--- src/rtl/spi_responder.sv ---
// 3-wire SPI target: oversamples sclk/csb/sdio, decodes R/W + address + data frames
// and turns them into register-bus write strobes or read requests with sdio read-back.
module spi_responder #(
    parameter int ADDR_BITS   = 7,
    parameter int DATA_BITS   = 8,
    parameter int SYNC_STAGES = 2
) (
    input  logic                 clk,
    input  logic                 reset,
    input  logic                 spi_sclk,
    input  logic                 spi_csb,
    input  logic                 spi_sdio_in,
    output logic                 spi_sdio_out,
    output logic                 spi_sdio_oe,
    output logic                 reg_wr_en,
    output logic [ADDR_BITS-1:0] reg_wr_addr,
    output logic [DATA_BITS-1:0] reg_wr_data,
    output logic                 reg_rd_en,
    output logic [ADDR_BITS-1:0] reg_rd_addr,
    input  logic [DATA_BITS-1:0] reg_rd_data,
    output logic                 frame_active,
    output logic                 frame_error
);
    localparam int MAX_BITS = (ADDR_BITS > DATA_BITS) ? ADDR_BITS : DATA_BITS;
    localparam int CNT_W    = $clog2(MAX_BITS + 1);
    localparam logic [CNT_W-1:0] ADDR_LAST = CNT_W'(ADDR_BITS - 1);
    localparam logic [CNT_W-1:0] DATA_LAST = CNT_W'(DATA_BITS - 1);
    localparam logic [CNT_W-1:0] CNT_ONE   = CNT_W'(1);

    typedef enum logic [2:0] {
        ST_IDLE   = 3'd0,
        ST_CMD    = 3'd1,
        ST_ADDR   = 3'd2,
        ST_RFETCH = 3'd3,
        ST_WDATA  = 3'd4,
        ST_RDATA  = 3'd5,
        ST_DONE   = 3'd6
    } state_t;

    logic [SYNC_STAGES-1:0] sclk_sync_r, csb_sync_r, sdio_sync_r;
    logic                   sclk_prev_r, csb_prev_r;
    logic                   sclk_s, csb_s, sdio_s;
    logic                   sclk_fall_s, csb_fall_s, csb_rise_s;
    state_t                 state_r;
    logic [CNT_W-1:0]       bit_cnt_r;
    logic                   is_read_r;
    logic [ADDR_BITS-1:0]   addr_sh_r, addr_next_s;
    logic [DATA_BITS-2:0]   data_sh_r;
    logic [DATA_BITS-1:0]   data_next_s;
    logic [DATA_BITS-1:0]   out_sh_r;

    assign sclk_s      = sclk_sync_r[SYNC_STAGES-1];
    assign csb_s       = csb_sync_r[SYNC_STAGES-1];
    assign sdio_s      = sdio_sync_r[SYNC_STAGES-1];
    assign sclk_fall_s = sclk_prev_r & ~sclk_s;
    assign csb_fall_s  = csb_prev_r & ~csb_s;
    assign csb_rise_s  = ~csb_prev_r & csb_s;
    // Both fields arrive LSB-first, so each new bit enters at the top and slides down.
    assign addr_next_s = {sdio_s, addr_sh_r[ADDR_BITS-1:1]};
    assign data_next_s = {sdio_s, data_sh_r};

    // Pad synchronizers and one-clk-delayed copies for edge detection.
    always_ff @(posedge clk or posedge reset) begin
        if (reset) begin
            sclk_sync_r <= {SYNC_STAGES{1'b0}};
            csb_sync_r  <= {SYNC_STAGES{1'b1}};
            sdio_sync_r <= {SYNC_STAGES{1'b0}};
            sclk_prev_r <= 1'b0;
            csb_prev_r  <= 1'b1;
        end else begin
            sclk_sync_r <= {sclk_sync_r[SYNC_STAGES-2:0], spi_sclk};
            csb_sync_r  <= {csb_sync_r[SYNC_STAGES-2:0], spi_csb};
            sdio_sync_r <= {sdio_sync_r[SYNC_STAGES-2:0], spi_sdio_in};
            sclk_prev_r <= sclk_s;
            csb_prev_r  <= csb_s;
        end
    end

    // Frame decoder FSM with all register-bus and sdio outputs registered.
    always_ff @(posedge clk or posedge reset) begin
        if (reset) begin
            state_r      <= ST_IDLE;
            bit_cnt_r    <= {CNT_W{1'b0}};
            is_read_r    <= 1'b0;
            addr_sh_r    <= {ADDR_BITS{1'b0}};
            data_sh_r    <= {(DATA_BITS-1){1'b0}};
            out_sh_r     <= {DATA_BITS{1'b0}};
            spi_sdio_out <= 1'b0;
            spi_sdio_oe  <= 1'b0;
            reg_wr_en    <= 1'b0;
            reg_wr_addr  <= {ADDR_BITS{1'b0}};
            reg_wr_data  <= {DATA_BITS{1'b0}};
            reg_rd_en    <= 1'b0;
            reg_rd_addr  <= {ADDR_BITS{1'b0}};
            frame_active <= 1'b0;
            frame_error  <= 1'b0;
        end else begin
            reg_wr_en    <= 1'b0;
            reg_rd_en    <= 1'b0;
            frame_error  <= 1'b0;
            frame_active <= ~csb_s;
            if (csb_rise_s) begin
                state_r      <= ST_IDLE;
                spi_sdio_oe  <= 1'b0;
                spi_sdio_out <= 1'b0;
                frame_error  <= (state_r != ST_IDLE) && (state_r != ST_DONE);
            end else begin
                case (state_r)
                    ST_IDLE: begin
                        if (csb_fall_s) begin
                            state_r   <= ST_CMD;
                            bit_cnt_r <= {CNT_W{1'b0}};
                        end
                    end
                    ST_CMD: begin
                        if (sclk_fall_s) begin
                            is_read_r <= sdio_s;
                            bit_cnt_r <= {CNT_W{1'b0}};
                            state_r   <= ST_ADDR;
                        end
                    end
                    ST_ADDR: begin
                        if (sclk_fall_s) begin
                            addr_sh_r <= addr_next_s;
                            if (bit_cnt_r == ADDR_LAST) begin
                                bit_cnt_r <= {CNT_W{1'b0}};
                                if (is_read_r) begin
                                    reg_rd_en   <= 1'b1;
                                    reg_rd_addr <= addr_next_s;
                                    state_r     <= ST_RFETCH;
                                end else begin
                                    state_r <= ST_WDATA;
                                end
                            end else begin
                                bit_cnt_r <= bit_cnt_r + CNT_ONE;
                            end
                        end
                    end
                    ST_RFETCH: begin
                        out_sh_r     <= reg_rd_data;
                        spi_sdio_out <= reg_rd_data[DATA_BITS-1];
                        spi_sdio_oe  <= 1'b1;
                        state_r      <= ST_RDATA;
                    end
                    ST_WDATA: begin
                        if (sclk_fall_s) begin
                            data_sh_r <= data_next_s[DATA_BITS-1:1];
                            if (bit_cnt_r == DATA_LAST) begin
                                reg_wr_en   <= 1'b1;
                                reg_wr_addr <= addr_sh_r;
                                reg_wr_data <= data_next_s;
                                state_r     <= ST_DONE;
                            end else begin
                                bit_cnt_r <= bit_cnt_r + CNT_ONE;
                            end
                        end
                    end
                    ST_RDATA: begin
                        // Rotating keeps every shifter bit live; bit N-2 is always the next to present.
                        if (sclk_fall_s) begin
                            if (bit_cnt_r == DATA_LAST) begin
                                spi_sdio_oe  <= 1'b0;
                                spi_sdio_out <= 1'b0;
                                state_r      <= ST_DONE;
                            end else begin
                                out_sh_r     <= {out_sh_r[DATA_BITS-2:0], out_sh_r[DATA_BITS-1]};
                                spi_sdio_out <= out_sh_r[DATA_BITS-2];
                                bit_cnt_r    <= bit_cnt_r + CNT_ONE;
                            end
                        end
                    end
                    ST_DONE: begin
                        state_r <= ST_DONE;
                    end
                    default: begin
                        state_r <= ST_IDLE;
                    end
                endcase
            end
        end
    end
endmodule

--- config.mk ---
export PLATFORM = sky130hd
export DESIGN_NAME = spi_responder
export DESIGN_NICKNAME = d
export VERILOG_FILES = /design/src/rtl/spi_responder.sv
export SDC_FILE = /design/constraint.sdc
export NUM_CORES = 1
export LEC_CHECK = 0
export ABC_AREA = 1
export CAP_MARGIN = 25
export CORE_ASPECT_RATIO = 2
export CORE_MARGIN = 2
export CORE_UTILIZATION = 51
export CTS_BUF_LIST = sky130_fd_sc_hd__clkbuf_4 sky130_fd_sc_hd__clkbuf_8
export DETAILED_ROUTE_END_ITERATION = 8
export GPL_ROUTABILITY_DRIVEN = 0
export PLACE_DENSITY = 0.76
export SLEW_MARGIN = 20
export SYNTH_ARGS = -nofsm -noshare
export SYNTH_HDL_FRONTEND = slang
export SYNTH_SLANG_ARGS = --single-unit
--- constraint.sdc ---
create_clock -name clk -period 2.4 [get_ports clk]
set_input_delay 0.36 -clock clk [delete_from_list [all_inputs] [get_ports clk]]
set_output_delay 0.36 -clock clk [all_outputs]
set_load 0.05 [all_outputs]
* Word level (Yosys, flattened, before mapping)
Index checks and enable logic that the tools add are counted.
Storage, ports and cells: register bits 66, input port bits 13, output and inout port bits 28
Cells by class: add/subtract/negate cells 1, equality and inequality tests 24, multiplexer cells 37, bitwise operators 7, reductions and logical operators 17
Operators with widths (number):
- $mux 3 | 8
- $mux 4 | 6
- $ne 3x3->1 const B | 7
- $pmux 3 s6 | 1
- $mux 1 | 16
- $mux 8 | 2
- $pmux 4 s4 | 1
- $pmux 8 s2 | 1
- $ne 2x2->1 const B | 6
- $reduce_and 3->1 | 4
- $eq 3x3->1 const B | 3
- $eq 4x3->1 const B | 2
- $reduce_and 4->1 | 2
- $reduce_and 7->1 | 1
- $eq 3x2->1 const B | 2
- $ne 3x1->1 const B | 2
- $reduce_and 6->1 | 1
- $reduce_bool 3->1 | 2
- $reduce_and 5->1 | 1
- $add 4x1->4 const B | 1
- $not 1->1 | 4
- $pmux 1 s2 | 2
- $reduce_bool 4->1 | 1
- $and 1x1->1 | 3
- other kinds (7) | 7

* Logic depth before layout (Yosys ltp)
word-level depth 5, gate-level depth with buffers 10, gate-level depth less buffers 9

* Worst setup path after synthesis
OpenSTA, ideal clock, no wires.
path type register to register, start register csb_prev_r, end register reg_wr_addr[1], library setup time 0.131 ns, data arrival time 1.628 ns, setup slack 0.641 ns, cell stages (with the launch flop) 11, cells stage by stage dfstp_2 > inv_1 > ha_1 > inv_1 > nand2_1 > inv_1 > nand4_1 > buf_4 > buf_6 > nand2_1 > o21ai_0
Between the ends: word-level cells in the longest chain between the ends 4
RTL lines:
- from (decl) | line 41 | logic sclk_prev_r, csb_prev_r;
- from (signal assigned) | line 75 | csb_prev_r <= csb_s;
- $not 1->1 | line 57 | assign csb_rise_s = ~csb_prev_r & csb_s;
- $and 1x1->1 | line 57
- $not 1->1 (no source line)
- $reduce_and 4->1 (no source line)
- to (signal assigned) | line 91 | reg_wr_addr <= {ADDR_BITS{1'b0}};
- to (signal assigned) | line 150 | reg_wr_addr <= addr_sh_r;
- to (decl) | line 16 | output logic [ADDR_BITS-1:0] reg_wr_addr,
Every way passes these cells. A chain may end at the register's enable or synchronous reset.

* Worst setup path in the final report
start register csb_prev_r, end register reg_rd_addr[6]
Between the ends: word-level cells in the longest chain between the ends 4
RTL lines:
- $not 1->1 | line 57
- $and 1x1->1 | line 57
- $not 1->1 (no source line)
- $reduce_and 5->1 (no source line)
- to (signal assigned) | line 94 | reg_rd_addr <= {ADDR_BITS{1'b0}};
- to (signal assigned) | line 129 | reg_rd_addr <= addr_next_s;
- to (decl) | line 19 | output logic [ADDR_BITS-1:0] reg_rd_addr,
Every way passes these cells.

==> results.yml <==
setup_path:
  crit_path_end_kind: "register"
  crit_fanout: 15
  cp_slowest_cell: "dfstp_2"
  arrival_ns: 2.33
  critPathBufInv: 2
  crit_required_ns: 2.65
  path_cells: "inv_1 -> ha_1 -> inv_1 -> nand2_1 -> nor2_1 -> nand3_1 -> o21ai_0"
  path_class: "register to register"
  cp_slowest_stage_delay_ns: 0.54
  critPathLaunchType: "register"
  r2r_setup_slack_ns: 0.33
  critPathMostFrequentCell: "inv_1"
  cp_top_family: "simple AND/OR/NAND/NOR gates"
placed_design:
  portBuffers: 40
  dpl.hpwl_mm: 4.51
detailed_routing:
  routed_wl_mm: 6.09
  drt_pass1_iterations: 4
  drc: 0
  postRouteAntennaNets: 0
  drt_iter0_markers: 115
  viasPerCell: 5.21
  vias: 2209
  post_drt_wl_per_cell_um: 14.4
die:
  num_rows: 38
  core_um2: 5370
  ios: 41
  die-area_um2: 6170
  fp.dieH_um: 109
  initial_core_util_pct: 52.5
  die_w_um: 56.6
timing:
  rsz0062_at_grt: "false"
  fmax_mhz: 482
  final-setup-viol-count: 0
  hold_violations: 0
  fin_crit_sh_pct: 86.4
  period_needed_ns: 2.07
  hold_ws_ns: 0.341
  tightest_slew_ns: 0.517
  fin_skew_ns: 0.00403
  fin_tns_setup_ns: 0
  relSlewSlack_pct: 65.5
  maxSlewViolCount: 0
yosys:
  synth_cell_types: 23
  synth-edff-count: 0
  synthTopCellsByArea: "dfrtp_1 56%, nand2_1 13%, o21ai_0 9.6%, inv_1 3.6%, dfstp_2 2.8%"
  ys_async_sr_fraction_pct: 100
  synthTopCellsByCount: "94 x nand2_1, 63 x dfrtp_1, 54 x o21ai_0"
  ys_warn_count: 0
  synth-seq-cells: 66
  syn_inst: 314
  yosysTopAreaCell: "dfrtp_1"
  synth_nets: 331
  ys_seq_area_share_pct: 58.7
  avgSynthCellArea_um2: 8.98
  synth-main-ff-cell: "dfrtp_1"
  synth_most_common_cell: "nand2_1"
  synth_top_area_share_pct: 55.9
  synthesis.area_um2: 2820
cells_and_area:
  diodes: 0
  utilization_pct: 65.3
  drive_gt1_share_pct: 11.0
  area_growth_pct: 24.4
  nNetsFinal: 376
  fill_cells: 451
grt:
  grt_antenna_before_repair: 0
  grt_pass1_wl_mm: 10.6
  gr-usage-all-layers_pct: 22.6
  first_global_vias: 2326
  grt_max_degree: 46
  gr-total-overflow: 0
power:
  powerDensity_nw_per_um2: 951
  p_leak_nw: 1.68
  power_w: 0.00333
  irDropWorstVdd_mv: 0.640
clock_network:
  cts_tree: "built"
  htree_levels: 3
  cts.sinks: 66
  ctsResizeCount: 0
  cts.hold.buffers_added: 0
  path_clk_slew_ns: 0.07
  cts-root-buf: "clkbuf_8"
  ctsLongestPathBuffers: 2
  post-cts-setup-buffers: 0
  numCtsBuffers: 9
  clock_latency_ns: 0.35
flow_run:
  max_cap_violations: 0
hold_path:
  min_path_type: "primary input to asynchronous set/reset pin"
outcome:
  status: "complete, no violations"
## path summary, 6_finish.rpt
path	start	depth (start not counted)	end
worst max-delay path	csb_prev_r	7	reg_rd_addr[6]
min in group clk	sdio_sync_r[0]	0	sdio_sync_r[1]
max in group asynchronous	reset	3	state_r[0]
worst min register to register	sdio_sync_r[0]	0	sdio_sync_r[1]
worst min-delay path	reset	2	sdio_sync_r[1]
worst max register to register	csb_prev_r	7	reg_rd_addr[6]
## cells by family (layout without fill, tap and decap cells)
family	after synthesis	in the layout	share of synthesized area, %
flops	66	66	58.7
simple gates	138	138	20.8
compound gates	65	65	11.9
xor+xnor	1	1	0.311
buf+inv	40	90	6.44
fa+ha+maj	4	4	1.78
## per-layer routing
layer  track usage, %  part of all wire (%)  wire length, um
met1             23.7                    38             2300
met2             40.2                    55             3370
met3             6.17                   3.4              210
met4             12.2                   3.6              218
met5                0                     0                0
## sequential cells by signal, summed over array words and instances, names as in the netlist, 2 cells and up
signal	cells
reg_wr_data	8
reg_rd_addr	7
sclk_sync_r	2
csb_sync_r	2
bit_cnt_r	4
data_sh_r	7
sdio_sync_r	2
reg_wr_addr	7
out_sh_r	8
state_r	3
addr_sh_r	7
## cells in the final DEF, fill, tap and decap left out, drive strengths merged, types with 2 or more instances in the layout
cell type,Yosys,final
clkbuf,2,12
dfstp,3,3
clkdlybuf4s50,0,40
inv,30,30
dfrtp,63,63
nor2,19,19
nand2,95,95
nand4,4,4
bufinv,0,2
nand3,13,13
buf,8,4
ha,4,4
o21ai,59,59
a21oi,4,4
or2,7,7
## cell type report
type	count	area, um2	area share [%]
clock buffers	12	165	4.71
repair buffers	44	443	12.6
well taps	60	75.1	2.14
flip-flops and latches	66	1660	47.2
multi-input cells	208	982	28.0
clock inverters	4	72.6	2.07
inverters	30	113	3.21
## power breakdown
| group | internal [W] | leakage (nW) | switching (W) | total (W) |
|---|---|---|---|---|
| combinational | 0.000271 | 0.691 | 0.000538 | 0.000810 |
| clock | 0.000667 | 0.119 | 0.000407 | 0.00107 |
| sequential | 0.00130 | 0.873 | 0.000150 | 0.00145 |
## stage by stage
| stage | cell area, um2 | setup WS [ns] | std cells |
|---|---|---|---|
| finish | 3510 | 0.326 | 424 |
| CTS | 3510 | 0.317 | 424 |
| global route | 3510 | 0.0946 | 424 |
| global placement | 3270 | 0.452 | 408 |
| detailed placement | 3270 | 0.328 | 408 |
| floorplan | 2820 | 0.390 | 314 |
Note: power is estimated with default switching activity, not from simulation.
==> RTL change 1: new RTL, same flow settings <==
Encoding of `state_t`: now one-hot (7 bits for 7 states).
--- a/src/rtl/spi_responder.sv
+++ b/src/rtl/spi_responder.sv
@@ -29,10 +29,10 @@
 
-    typedef enum logic [2:0] {
-        ST_IDLE   = 3'd0,
-        ST_CMD    = 3'd1,
-        ST_ADDR   = 3'd2,
-        ST_RFETCH = 3'd3,
-        ST_WDATA  = 3'd4,
-        ST_RDATA  = 3'd5,
-        ST_DONE   = 3'd6
+    typedef enum logic [6:0] {
+        ST_IDLE   = 7'b0000001,
+        ST_CMD    = 7'b0000010,
+        ST_ADDR   = 7'b0000100,
+        ST_RFETCH = 7'b0001000,
+        ST_WDATA  = 7'b0010000,
+        ST_RDATA  = 7'b0100000,
+        ST_DONE   = 7'b1000000
     } state_t;
Function: no difference found for any inputs over 10 cycles, from zero or initial values and one cycle with reset high; not proved beyond that.
==> RTL change 1 against the original RTL <==
Via count rose by 9.7%. Die area grew 12%. Sequential power decreased by 3%. Synthesized cell count increased by 12%. Wire length increased by 4.6%. Design area increased by 8.9%. First-iteration DRC count grew 1.7%. Synthesized area rose by 13%. Setup slack better by 0.061 ns. Utilization fell by 1.7 points. Sequential cell count rose by 4. Power fell by 9.3%. Critical path depth up 2. Global-route usage is 1.6 points lower. Largest cell class unchanged.
==> RTL change 1: results (changes against the original RTL) <==
TIGHTESTPINTRANSITION_NS=0.511  # -0.00529 ns
GRT_START_MAX_NET_PINS=41  # -11%
VIA_COUNT_OF_THE_FIRST_GLOBAL_ROUTING_PASS=2380  # +2.3%
AREA.SEQUENTIAL_UM2=1760  # +6.1%
NETS=413  # +9.8%
WORST_SETUP_PATH_STARTPOINT='csb_sync_r[1]'
CTS_SINKS=70  # +6.1%
GR_UTIL_ALL_LAYERS=0.210  # -0.0159
CRITICAL_PATH_PEAK_FANOUT=29  # +14
LAYOUT.CLOCK_BUFFERS=15  # +3
DRT_WL_TOTAL_UM=6370  # +4.6%
YOSYS-TOP-CELLS-AREA='dfrtp_1 (52%), nand2_1 (10%), inv_1 (5.4%)'
DR_WL_MET3_UM=190  # -9.5%
WIRE_PER_INST_UM=13.7  # -4.4%
SYNTH-COMPOUND-AREA-SHARE=0.127  # +0.00791
TIMING.CLOCK.SKEW_NS=0.00923  # +0.00520 ns
SYNTH.DISTINCT_CELLS=28  # +22%
CLK-POWER_mW=0.885  # -17%
DRTITER0DRC=117  # +1.7%
GR-USAGE-MET1=0.236  # -0.00157
WORST-ENDPOINT-ARRIVAL_NS=2.27  # -0.06 ns
YOSYSSEQAREASHARE=0.552  # -0.0355
HPWLAFTERDP_UM=4780  # +6.1%
SYNTH_XOR_AREA_FRAC=0.00275  # -0.000356
CRITPATHTOPFAMILY='buffers and inverters'
STATUS='complete, no violations'
ROUTED_WL_MET2_UM=3590  # +6.6%
MULTI_INPUT_AREA_UM2=1180  # +20%
SYNTH_FA_HA_AREA_FRAC=0.0157  # -0.00204
FINAL_CORE_UTILIZATION=0.636  # -0.0169
RTL change 1: changes by cell type after synthesis, sizes merged, moves of 2 or more:
cell and delta:
a21oi +2, buf -2, dfrtp +3, inv +19
nand2 +3, nor2 +11, nor3 +6, or2 -7
RTL change 1: worst min-delay path by stage:
stage	start	endpoint	slack, ns	cells after the start
after CTS	reset	reg_wr_data[5]	0.29	2
after global routing	reset	reg_wr_data[0]	0.33	2
after global placement	sclk_sync_r[0]	sclk_sync_r[1]	0.33	0
after floorplan	sclk_sync_r[0]	sclk_sync_r[1]	0.33	0
after detailed placement	sdio_sync_r[0]	sdio_sync_r[1]	0.34	0
final	reset	reg_wr_data[0]	0.29	2
RTL change 1: cell families after synthesis:
logic type      Yosys count
simple gates            151
flops                    70
compound gates           67
buf+inv                  58
fa+ha+maj                 4
xor+xnor                  1
==> RTL change 2: new RTL, same settings <==
Made on the original files. Set the parameter `ADDR_BITS` to 8 (it was 7).
--- a/src/rtl/spi_responder.sv
+++ b/src/rtl/spi_responder.sv
@@ -3,3 +3,3 @@
 module spi_responder #(
-    parameter int ADDR_BITS   = 7,
+    parameter int ADDR_BITS   = 8,
     parameter int DATA_BITS   = 8,
Interface: changed (resized reg_rd_addr and reg_wr_addr); port bits go from 41 to 43. No check against the original RTL was run, so the function may have changed too.
==> RTL change 2 against the original RTL <==
The run now ends with DRC left. Combinational power rose by 17%. Sequential power rose by 3%. Synthesized area rose by 8.9%. Setup slack improved by 0.18 ns. Design area rose by 6.0%. Die area rose by 8.4%. Power rose by 1.8%. Sequential cell count rose by 3. Wire length fell by 4.6%. Sequential share of layout area fell by 0.67 points. Critical path type unchanged. Critical endpoint is now reg_rd_addr[3]. Largest cell class unchanged.
==> RTL change 2: results (changes against the original RTL) <==
STATUS='finished with violations'
POWER_LEAKAGE_nW=1.74  # +3.4%
PWR-SHARE-CLK=0.283  # -0.039
YOSYSSEQAREASHARE=0.564  # -0.0234
MAXSLEWVIOLCOUNT=0  # unchanged
GR-USAGE-MET1=0.243  # +0.00524
SWITCHING_SHARE=0.354  # +0.0253
DR_WL_MET3_UM=324  # +54%
WORST-ENDPOINT-ARRIVAL_NS=2.12  # -0.21 ns
USE_MET3=0.0510  # -0.0107
GRT_PASS1_WL_UM=10100  # -4.1%
FILLER_CELL_COUNT=518  # +15%
GR_UTIL_ALL_LAYERS=0.195  # -0.0314
DRT-PASS1-ITER-COUNT=6  # +2
POST_ROUTE_CELLS_DRIVE_ABOVE_1_SHARE=0.161  # +0.0511
VDD_IR_DROP_MAX_uV=660  # +3.2%
HPWLAFTERDP_UM=4090  # -9.2%
SYNTH_NETS=346  # +4.5%
VIA_COUNT_OF_THE_FIRST_GLOBAL_ROUTING_PASS=2311  # -0.64%
PLACEMENT.IO_BUFFERS=42  # +5.0%
GRT_START_MAX_NET_PINS=53  # +15%
DRT-VIAS-PER-INSTANCE=5.33  # +2.3%
SYNTH.DISTINCT_CELLS=28  # +22%
DRTITER0DRC=120  # +4.3%
DRC=5  # +5
VIOLATIONS='DRC'
SYNTHTOPCELLSBYCOUNT='nand2_1 (94), dfrtp_1 (66), inv_1 (36)'
TIMING.CLOCK.SKEW_NS=0.00546  # +0.00143 ns
DETAILEDPLACE.WORSTSLACK_NS=0.500  # +0.172 ns
SEQ-POWER_mW=1.49  # +3%
NETS=391  # +4.0%
GRT_USE_MET2=0.311  # -0.0909
DETAIL_ROUTE.WIRELENGTH.MET1_UM=2420  # +5.5%
TIMING.MAX_SLEW.REL_SLACK=0.654  # about the same
==> RTL change 2: cell families (layout without fill, tap and decap cells) <==
family          after synthesis  in the layout  share of synthesized area
xor+xnor                      1              1                    0.00285
flops                        69             69                      0.564
buf+inv                      50             99                     0.0770
simple gates                132            132                      0.187
fa+ha+maj                     3              3                     0.0122
compound gates               75             75                      0.157
==> RTL change 2: final timing paths <==
check                                from             end  slack, ns  cells past startpoint
max in group asynchronous           reset      csb_prev_r       1.44                      3
hold reg to reg            sclk_sync_r[0]  sclk_sync_r[1]       0.36                      0
setup reg to reg               csb_prev_r  reg_rd_addr[3]       0.50                      6
min in group clk           sclk_sync_r[0]  sclk_sync_r[1]       0.36                      0
hold / removal                      reset    spi_sdio_out       0.33                      2
setup / recovery               csb_prev_r  reg_rd_addr[3]       0.50                      6
==> RTL change 2: metrics by stage <==
| stage | total power [mW] | instances | cell area [um^2] |
|---|---|---|---|
| floorplan | 2.22 | 330 | 3070 |
| global placement | 2.38 | 427 | 3510 |
| detailed placement | 2.44 | 427 | 3510 |
| CTS | 3.40 | 442 | 3720 |
| global route | 3.59 | 442 | 3720 |
| finish | 3.39 | 442 | 3720 |
==> RTL change 2: area by class of cell <==
type | count | area, um^2 | area share
Clock buffer | 12 | 159 | 0.0427
Multi-Input combinational cell | 211 | 1100 | 0.297
Sequential cell | 69 | 1730 | 0.465
Tap cell | 63 | 78.8 | 0.0212
Timing Repair Buffer | 45 | 455 | 0.123
Clock inverter | 3 | 45.0 | 0.0121
Inverter | 39 | 146 | 0.0394
==> RTL change 2: critical path: stages, from the launching register on <==
cell,delay [ns]
dfstp_2,0.53
inv_1,0.04
ha_1,0.28
nor2_1,0.31
nand3_2,0.37
nand2_1,0.19
o21ai_2,0.06
